==> src/rtl/imem_pkg.sv <==
// Shared definitions for the instruction-memory loader: FSM encoding and
// default geometry.
package imem_pkg;

    localparam int IMEM_WORDS_DEF = 64;
    localparam int IMEM_AW_DEF    = 6;

    typedef enum logic [1:0] {
        ST_IDLE  = 2'd0,
        ST_LOAD  = 2'd1,
        ST_WRITE = 2'd2,
        ST_DONE  = 2'd3
    } imem_state_e;

endpackage

==> src/rtl/imem_word_packer.sv <==
// Packs an MSB-first byte stream into 32-bit words; full flags that the next
// shift completes the current word.
module imem_word_packer
    import imem_pkg::*;
(
    input  logic        clk,
    input  logic        rst_n,
    input  logic        clr,
    input  logic        shift_en,
    input  logic [7:0]  byte_in,
    output logic [31:0] word_out,
    output logic        full
);

    logic [31:0] pack;
    logic [1:0]  byte_cnt;

    // byte_cnt wraps 3->0 on its own, so no clear is needed between words.
    always_ff @(posedge clk or negedge rst_n) begin
        if (!rst_n) begin
            pack     <= '0;
            byte_cnt <= '0;
        end else if (clr) begin
            pack     <= '0;
            byte_cnt <= '0;
        end else if (shift_en) begin
            pack     <= {pack[23:0], byte_in};
            byte_cnt <= byte_cnt + 2'd1;
        end
    end

    assign word_out = pack;
    assign full     = (byte_cnt == 2'd3);

endmodule

==> src/rtl/imem_loader.sv <==
// Streams bytes into instruction memory while stalling the CPU; in IDLE the
// memory address follows the CPU fetch address.
module imem_loader
    import imem_pkg::*;
#(
    parameter int IMEM_WORDS = IMEM_WORDS_DEF,
    parameter int IMEM_AW    = IMEM_AW_DEF
) (
    input  logic               clk,
    input  logic               rst_n,
    input  logic               start,
    input  logic               abort,
    input  logic               byte_valid,
    input  logic [7:0]         byte_in,
    output logic               byte_ready,
    input  logic [IMEM_AW-1:0] pc_addr,
    output logic [IMEM_AW-1:0] mem_addr,
    output logic               mem_we,
    output logic [31:0]        mem_wdata,
    output logic               cpu_stall,
    output logic               busy,
    output logic               load_done
);

    localparam logic [IMEM_AW-1:0] LAST_IDX = IMEM_AW'(IMEM_WORDS - 1);

    imem_state_e        state;
    logic [IMEM_AW-1:0] word_idx;
    logic               rdy_q, we_q, busy_q, done_q;
    logic               in_load, in_xfer, shift_en, clr, full;
    logic [31:0]        word_out;

    assign in_load  = (state == ST_LOAD);
    assign in_xfer  = (state == ST_LOAD) || (state == ST_WRITE);
    // abort wins over byte acceptance and drops any partial word
    assign shift_en = in_load && byte_valid && !abort;
    assign clr      = in_xfer && abort;

    imem_word_packer u_packer (
        .clk      (clk),
        .rst_n    (rst_n),
        .clr      (clr),
        .shift_en (shift_en),
        .byte_in  (byte_in),
        .word_out (word_out),
        .full     (full)
    );

    always_ff @(posedge clk or negedge rst_n) begin
        if (!rst_n) begin
            state    <= ST_IDLE;
            word_idx <= '0;
            rdy_q    <= 1'b0;
            we_q     <= 1'b0;
            busy_q   <= 1'b0;
            done_q   <= 1'b0;
        end else begin
            case (state)
                ST_IDLE: begin
                    if (start) begin
                        state  <= ST_LOAD;
                        rdy_q  <= 1'b1;
                        busy_q <= 1'b1;
                    end
                end
                ST_LOAD: begin
                    if (abort) begin
                        state    <= ST_IDLE;
                        word_idx <= '0;
                        rdy_q    <= 1'b0;
                        busy_q   <= 1'b0;
                    end else if (shift_en && full) begin
                        state <= ST_WRITE;
                        rdy_q <= 1'b0;
                        we_q  <= 1'b1;
                    end
                end
                ST_WRITE: begin
                    we_q <= 1'b0;
                    if (abort) begin
                        state    <= ST_IDLE;
                        word_idx <= '0;
                        busy_q   <= 1'b0;
                    end else if (word_idx == LAST_IDX) begin
                        state  <= ST_DONE;
                        done_q <= 1'b1;
                    end else begin
                        state    <= ST_LOAD;
                        word_idx <= word_idx + 1'b1;
                        rdy_q    <= 1'b1;
                    end
                end
                ST_DONE: begin
                    state    <= ST_IDLE;
                    word_idx <= '0;
                    done_q   <= 1'b0;
                    busy_q   <= 1'b0;
                end
                default: state <= ST_IDLE;
            endcase
        end
    end

    // The write strobe is gated live so an abort in WRITE suppresses it that cycle.
    assign mem_we     = we_q && !abort;
    assign mem_wdata  = word_out;
    assign mem_addr   = (state == ST_IDLE) ? pc_addr : word_idx;
    assign byte_ready = rdy_q;
    assign busy       = busy_q;
    assign cpu_stall  = busy_q;
    assign load_done  = done_q;

endmodule

==> config.mk <==
export PLATFORM = sky130hd
export DESIGN_NAME = imem_loader
export DESIGN_NICKNAME = d
export VERILOG_FILES = /design/src/rtl/imem_pkg.sv /design/src/rtl/imem_word_packer.sv /design/src/rtl/imem_loader.sv
export SDC_FILE = /design/constraint.sdc
export NUM_CORES = 1
export LEC_CHECK = 0
export BUFFER_PORTS_ARGS = -buffer_cell sky130_fd_sc_hd__clkbuf_2
export CELL_PAD_IN_SITES_DETAIL_PLACEMENT = 0
export CELL_PAD_IN_SITES_GLOBAL_PLACEMENT = 2
export CORE_MARGIN = 1.5
export CORE_UTILIZATION = 32
export CTS_CLUSTER_DIAMETER = 60
export DETAILED_ROUTE_END_ITERATION = 8
export GPL_ROUTABILITY_DRIVEN = 1
export PLACE_DENSITY = 0.87
export SYNTH_ARGS = -nofsm -noshare
export SYNTH_HDL_FRONTEND = slang
export SYNTH_SLANG_ARGS = --single-unit
==> constraint.sdc <==
create_clock -name clk -period 2.6 [get_ports clk]
set_input_delay 0.13 -clock clk [delete_from_list [all_inputs] [get_ports clk]]
set_output_delay 0.13 -clock clk [all_outputs]
set_load 0.05 [all_outputs]
# After elaboration in Yosys (flattened, before gate mapping)
# Index checks and enable logic that the tools add are counted.
[word_totals]
ram_bits = 0
latchBits = 0
reg_bits = 46
rom_bits = 0
output_inout_bits = 43
mem_count = 0
[op_classes]
n_mux = 29
bitwise_logic = 0
add_sub_neg = 2
div_mod_pow = 0
shifts = 0
n_eq_ne = 15
n_mul = 0
n_lt_le_gt_ge = 0
reduce_logical = 20
[ops]
columns = ["operator", "count"]
rows = [
  ["$mux W32", 2],
  ["$mux W6", 4],
  ["$pmux W6 S3", 1],
  ["$mux W2", 7],
  ["$mux W1", 10],
  ["$ne A2 B2 Y1 const B", 5],
  ["$reduce_and A3 Y1", 3],
  ["$pmux W2 S4", 1],
  ["$add A6 B1 Y6 const B", 1],
  ["$eq A2 B2 Y1 const B", 3],
  ["$eq A6 B6 Y1 const B", 1],
  ["$ne A2 B1 Y1 const B", 3],
  ["$pmux W1 S3", 2],
  ["$reduce_bool A2 Y1", 3],
  ["$reduce_bool A3 Y1", 2],
  ["$logic_and A1 B1 Y1", 5],
  ["$reduce_and A5 Y1", 1],
  ["$pmux W1 S2", 2],
  ["$reduce_and A2 Y1", 2],
  ["$ne A3 B2 Y1 const B", 1],
  ["$ne A3 B3 Y1 const B", 1],
  ["$add A2 B1 Y2 const B", 1],
  ["$eq A2 B1 Y1 const B", 1],
  ["$logic_not A2 Y1", 1],
  ["3 further kinds", 3],
]

# Longest topological paths before layout
[logic_depth]
depth_word = 7
depth_mapped = 7

# Cells and area by module
# A second synthesis with hierarchy kept.
[unflattened]
cells_unflattened = 199
area_unflattened_um2 = 2263.4
[by_module_without_submodules]
columns = ["module", "cells_per_inst", "area_each_um2", "n_inst", "seq_area_each_um2"]
rows = [
  ["imem_word_packer", 111, 1418.9, 1, 850.8],
  ["imem_loader", 88, 844.6, 1, 300.3],
]

# Least setup slack after synthesis
# Ideal clock, no wire load.
[synth_timing]
path_kind = "reg-to-output"
startpoint = "reg state[0]"
endpoint = "out mem_addr[5]"
stages_incl_launch_ff = 5
t_arrival_ns = 2.020
required_ns = 2.470
slack_ns = 0.450
cell_sequence = "dfrtp_1 inv_1 ha_1 clkbuf_1 o21ai_0"
[synth_via]
elab_chain_cells = 2
[synth_lines]
columns = ["item", "line_no", "rtl"]
rows = [
  ["from (decl)", "imem_loader.sv:27", "imem_state_e state;"],
  ["from (signal assigned)", "imem_loader.sv:51", "state <= ST_IDLE;"],
  ["from (signal assigned)", "imem_loader.sv:61", "state <= ST_LOAD;"],
  ["from (signal assigned)", "imem_loader.sv:68", "state <= ST_IDLE;"],
  ["$logic_not A2 Y1", "imem_loader.sv:107", "assign mem_addr = (state == ST_IDLE) ? pc_addr : word_idx;"],
  ["$mux W6", "imem_loader.sv:107", ""],
  ["to (decl)", "imem_loader.sv:17", "output logic [IMEM_AW-1:0] mem_addr,"],
]
# Every way passes these cells.

# Worst setup path in the final report
[layout_timing]
startpoint = "reg state[0]"
endpoint = "out mem_addr[2]"
# Same word-level chain as after synthesis.

==> run metrics <==
status=finished with violations; failing checks=design-rule violations; CP Cell Sequence=inv_1 -> ha_1 -> mux2_2 -> clkbuf_2; gp weighted congestion=0.800; Hold Path Origin=byte_in[4]; post-synthesis compound-gate area fraction=approximately 16%; vias per cell=4.76; DR WL/cell=between 10 and 15 um; synthesized net count=between 200 and 300; max_cap viols=0; largest net degree at the start of global routing=between 40 and 50; number of antenna-violating nets in the routed design=0; Tot Pwr=between 2 and 3 mW; I/O Pins=62; CP Launch Type=flip-flop; fill count=roughly 680; sequential area share after synthesis=53.0%; number of global-route vias before repair=1740; Worst EP required=~2500 ps; final hold viol count=0; Fin Hold WS=approximately 32 ps; # port buffers=between 60 and 70; max incr delay on CP=460 ps; Crit Path Class=flip-flop to output port; die width=around 85 um; crit path buf inv count=2; Inserted Clock Buffers=5; Synth Area per Inst=between 9 and 10 um^2; via count=roughly 1800; placed cell count=364; worst hold path type=input pin to flip-flop; CTS tree=yes; hold path depth=3; first-pass GRT wire length=about 8600 um; crit end category=output port; yosys warns=0; Initial DRT Pass Iterations=6; CTS resizes=0; area share of xor/xnor cells in the synthesized design=0%; setup TNS=0 ps; Clock Sinks=46; main combinational cell family by area after synthesis=simple AND/OR/NAND/NOR gates; worst slew margin relative to its limit=a little over half; row count=29; clock skew=7.52 ps; Post-synth EDFFs=0; ANT cells=0; Starting DRT DRC Count=between 100 and 150; final worst path period need=slightly above 2000 ps; Async SR Flop Fraction=100%; period utilisation layout=between 70% and 80%; clk_lat worst skew=300 ps; Slew @ Worst Pin=approximately 680 ps; dominant synthesized flop cell=dfrtp_1; Critical R2R Capture=u_packer.word_out[18]$_DFFE_PN0P_; initial antenna violation count=0; postcts setup bufs=0; Final Max Slew Viols=0; final net count=approximately 320; # hold bufs at CTS=1; PD cells=1000 nW/um^2; distinct cell type count after synthesis=32; worst-path fanout max=14; Adder-Cell Fraction of Synth Area=between 4 and 5%; Crit-path slowest cell=ha_1; final setup fails=0; DP HPWL=3550 um; worst hold endpoint=u_packer.word_out[4]$_DFFE_PN0P_; reg2reg path depth=6; final WL=~5000 um; highest clock rate=486 MHz; H-Tree Depth=2; all-layer global routing usage=between 10 and 15%; CP arrival=1930 ps; Max Buffers Root-to-Sink=2; initial core utilization=~34%; Static Leakage=between 1 and 1.5 nW; CTS root buffer=clkbuf_8; post-synthesis mux area share=3.05%; reg-to-reg slack, setup=approximately 640 ps; Die Area=7290 um^2; global route overflow=0; Simple-Gate Fraction of Synth Area=between 10% and 20%; Die Height=approximately 85 um; Layout Cells excl Fill=about 370; origin of the critical flop-to-flop path=state[1]$_DFFE_PN0P_; CP delay by family, top=adder cells; Mapped Cells=around 240; Reg clk slew, reported paths=about 80 ps; area grow syn2layout=21.6%; maximum VDD drop=between 0.0004 and 0.0005 V; Residual DRC=6; #FFs+latches synth=between 40 and 50; Syn Std Cell Area=~2200 um^2; proportion of layout cells with a drive suffix above 1=approximately 27%; unrepaired setup endpoints after global routing=no; core area=around 6500 um^2
## how the worst max path moves through the flow
| stage | start | endpoint | slack [ps] | cells past startpoint |
|---|---|---|---|---|
| 4_1_cts | state[0]$_DFFE_PN0P_ | mem_addr[2] | 510 | 4 |
| 2_1_floorplan | state[0]$_DFFE_PN0P_ | mem_addr[5] | 450 | 4 |
| 3_3_place_gp | state[1]$_DFFE_PN0P_ | u_packer.byte_cnt[0]$_DFFE_PN0P_ | 700 | 6 |
| 5_1_grt | state[0]$_DFFE_PN0P_ | mem_addr[3] | 370 | 4 |
| 3_5_place_dp | state[1]$_DFFE_PN0P_ | u_packer.word_out[18]$_DFFE_PN0P_ | 630 | 6 |
| 6_report | state[0]$_DFFE_PN0P_ | mem_addr[2] | 540 | 4 |
## routing by layer
metal	track usage, %	vias to the layer above	wire length, um
met4	4.40	0	61
met2	22.8	39	2310
met1	21.0	817	2460
li1	-	913	-
met5	0	-	0
met3	3.50	6	242
## per-stage QoR
stage                     setup slack [ps]  util (%)  cell area [um^2]
after floorplan                        450         -              2170
after global placement                 698      39.1              2520
after detailed placement               629      39.1              2520
after CTS                              507      40.9              2640
after global routing                   367      40.9              2640
final                                  542      40.9              2640
## layout make-up
class,count,area [um^2],share of cell area (%)
repair buffers,65,338,12.8
inverters,6,22.5,0.852
well taps,77,96.3,3.65
clock buffers,6,72.6,2.75
multi-input cells,171,925,35.0
flip-flops and latches,46,1150,43.6
clock inverters,2,37.5,1.42
## sequential cells by signal, summed over array words and instances, names as in the netlist
signal / count
busy: 1
byte_ready: 1
load_done: 1
state: 2
u_packer.byte_cnt: 2
u_packer.word_out: 32
we_q: 1
word_idx: 6
## Yosys cell counts, types with 3 or more instances
cell type	n	share of area, %
o21ai_0	15	3.5
nand3_1	7	1.6
nor2_1	3	0.52
a21oi_1	25	5.8
a31oi_1	3	0.86
nand4_1	3	0.86
dfrtp_1	46	53
inv_1	6	1.0
mux2_2	5	2.6
nor2b_1	4	1.2
buf_2	4	0.92
clkbuf_1	10	1.7
o21ai_1	8	1.8
nand2_1	76	13
ha_1	7	4.0
## worst register-to-register path, delay by kind of cell, from the launching register on
family,cells,cell delay [ps]
compound gates,1,90
fa+ha+maj,1,220
buf+inv,1,110
flops,1,430
simple gates,3,980
## cell families (layout without fill, tap and decap cells)
family	after synthesis	in the layout
buffers and inverters	22	79
AO/OA/AOI/OAI	60	60
flip-flops	46	46
multiplexers	6	6
adder cells (fa/ha/maj)	7	7
AND/OR/NAND/NOR	98	98
## cell usage in the layout (no fill, tap or decap), drive strengths merged, types with 3 or more instances in the layout
cell type,synthesis,routed
a21oi,25,25
a31oi,3,3
and2,3,3
buf,6,3
clkbuf,10,67
dfrtp,46,46
ha,7,7
inv,6,6
mux2,5,5
nand2,76,76
nand3,7,7
nand4,3,3
nor2,3,3
nor2b,4,4
o21ai,23,23
## report_power, final
group | switching, mW | internal [mW] | total (mW)
sequential | 0.112 | 0.852 | 0.965
combinational | 0.876 | 0.277 | 1.15
clock | 0.238 | 0.287 | 0.525
No activity file was read; power rests on OpenSTA's default activity.
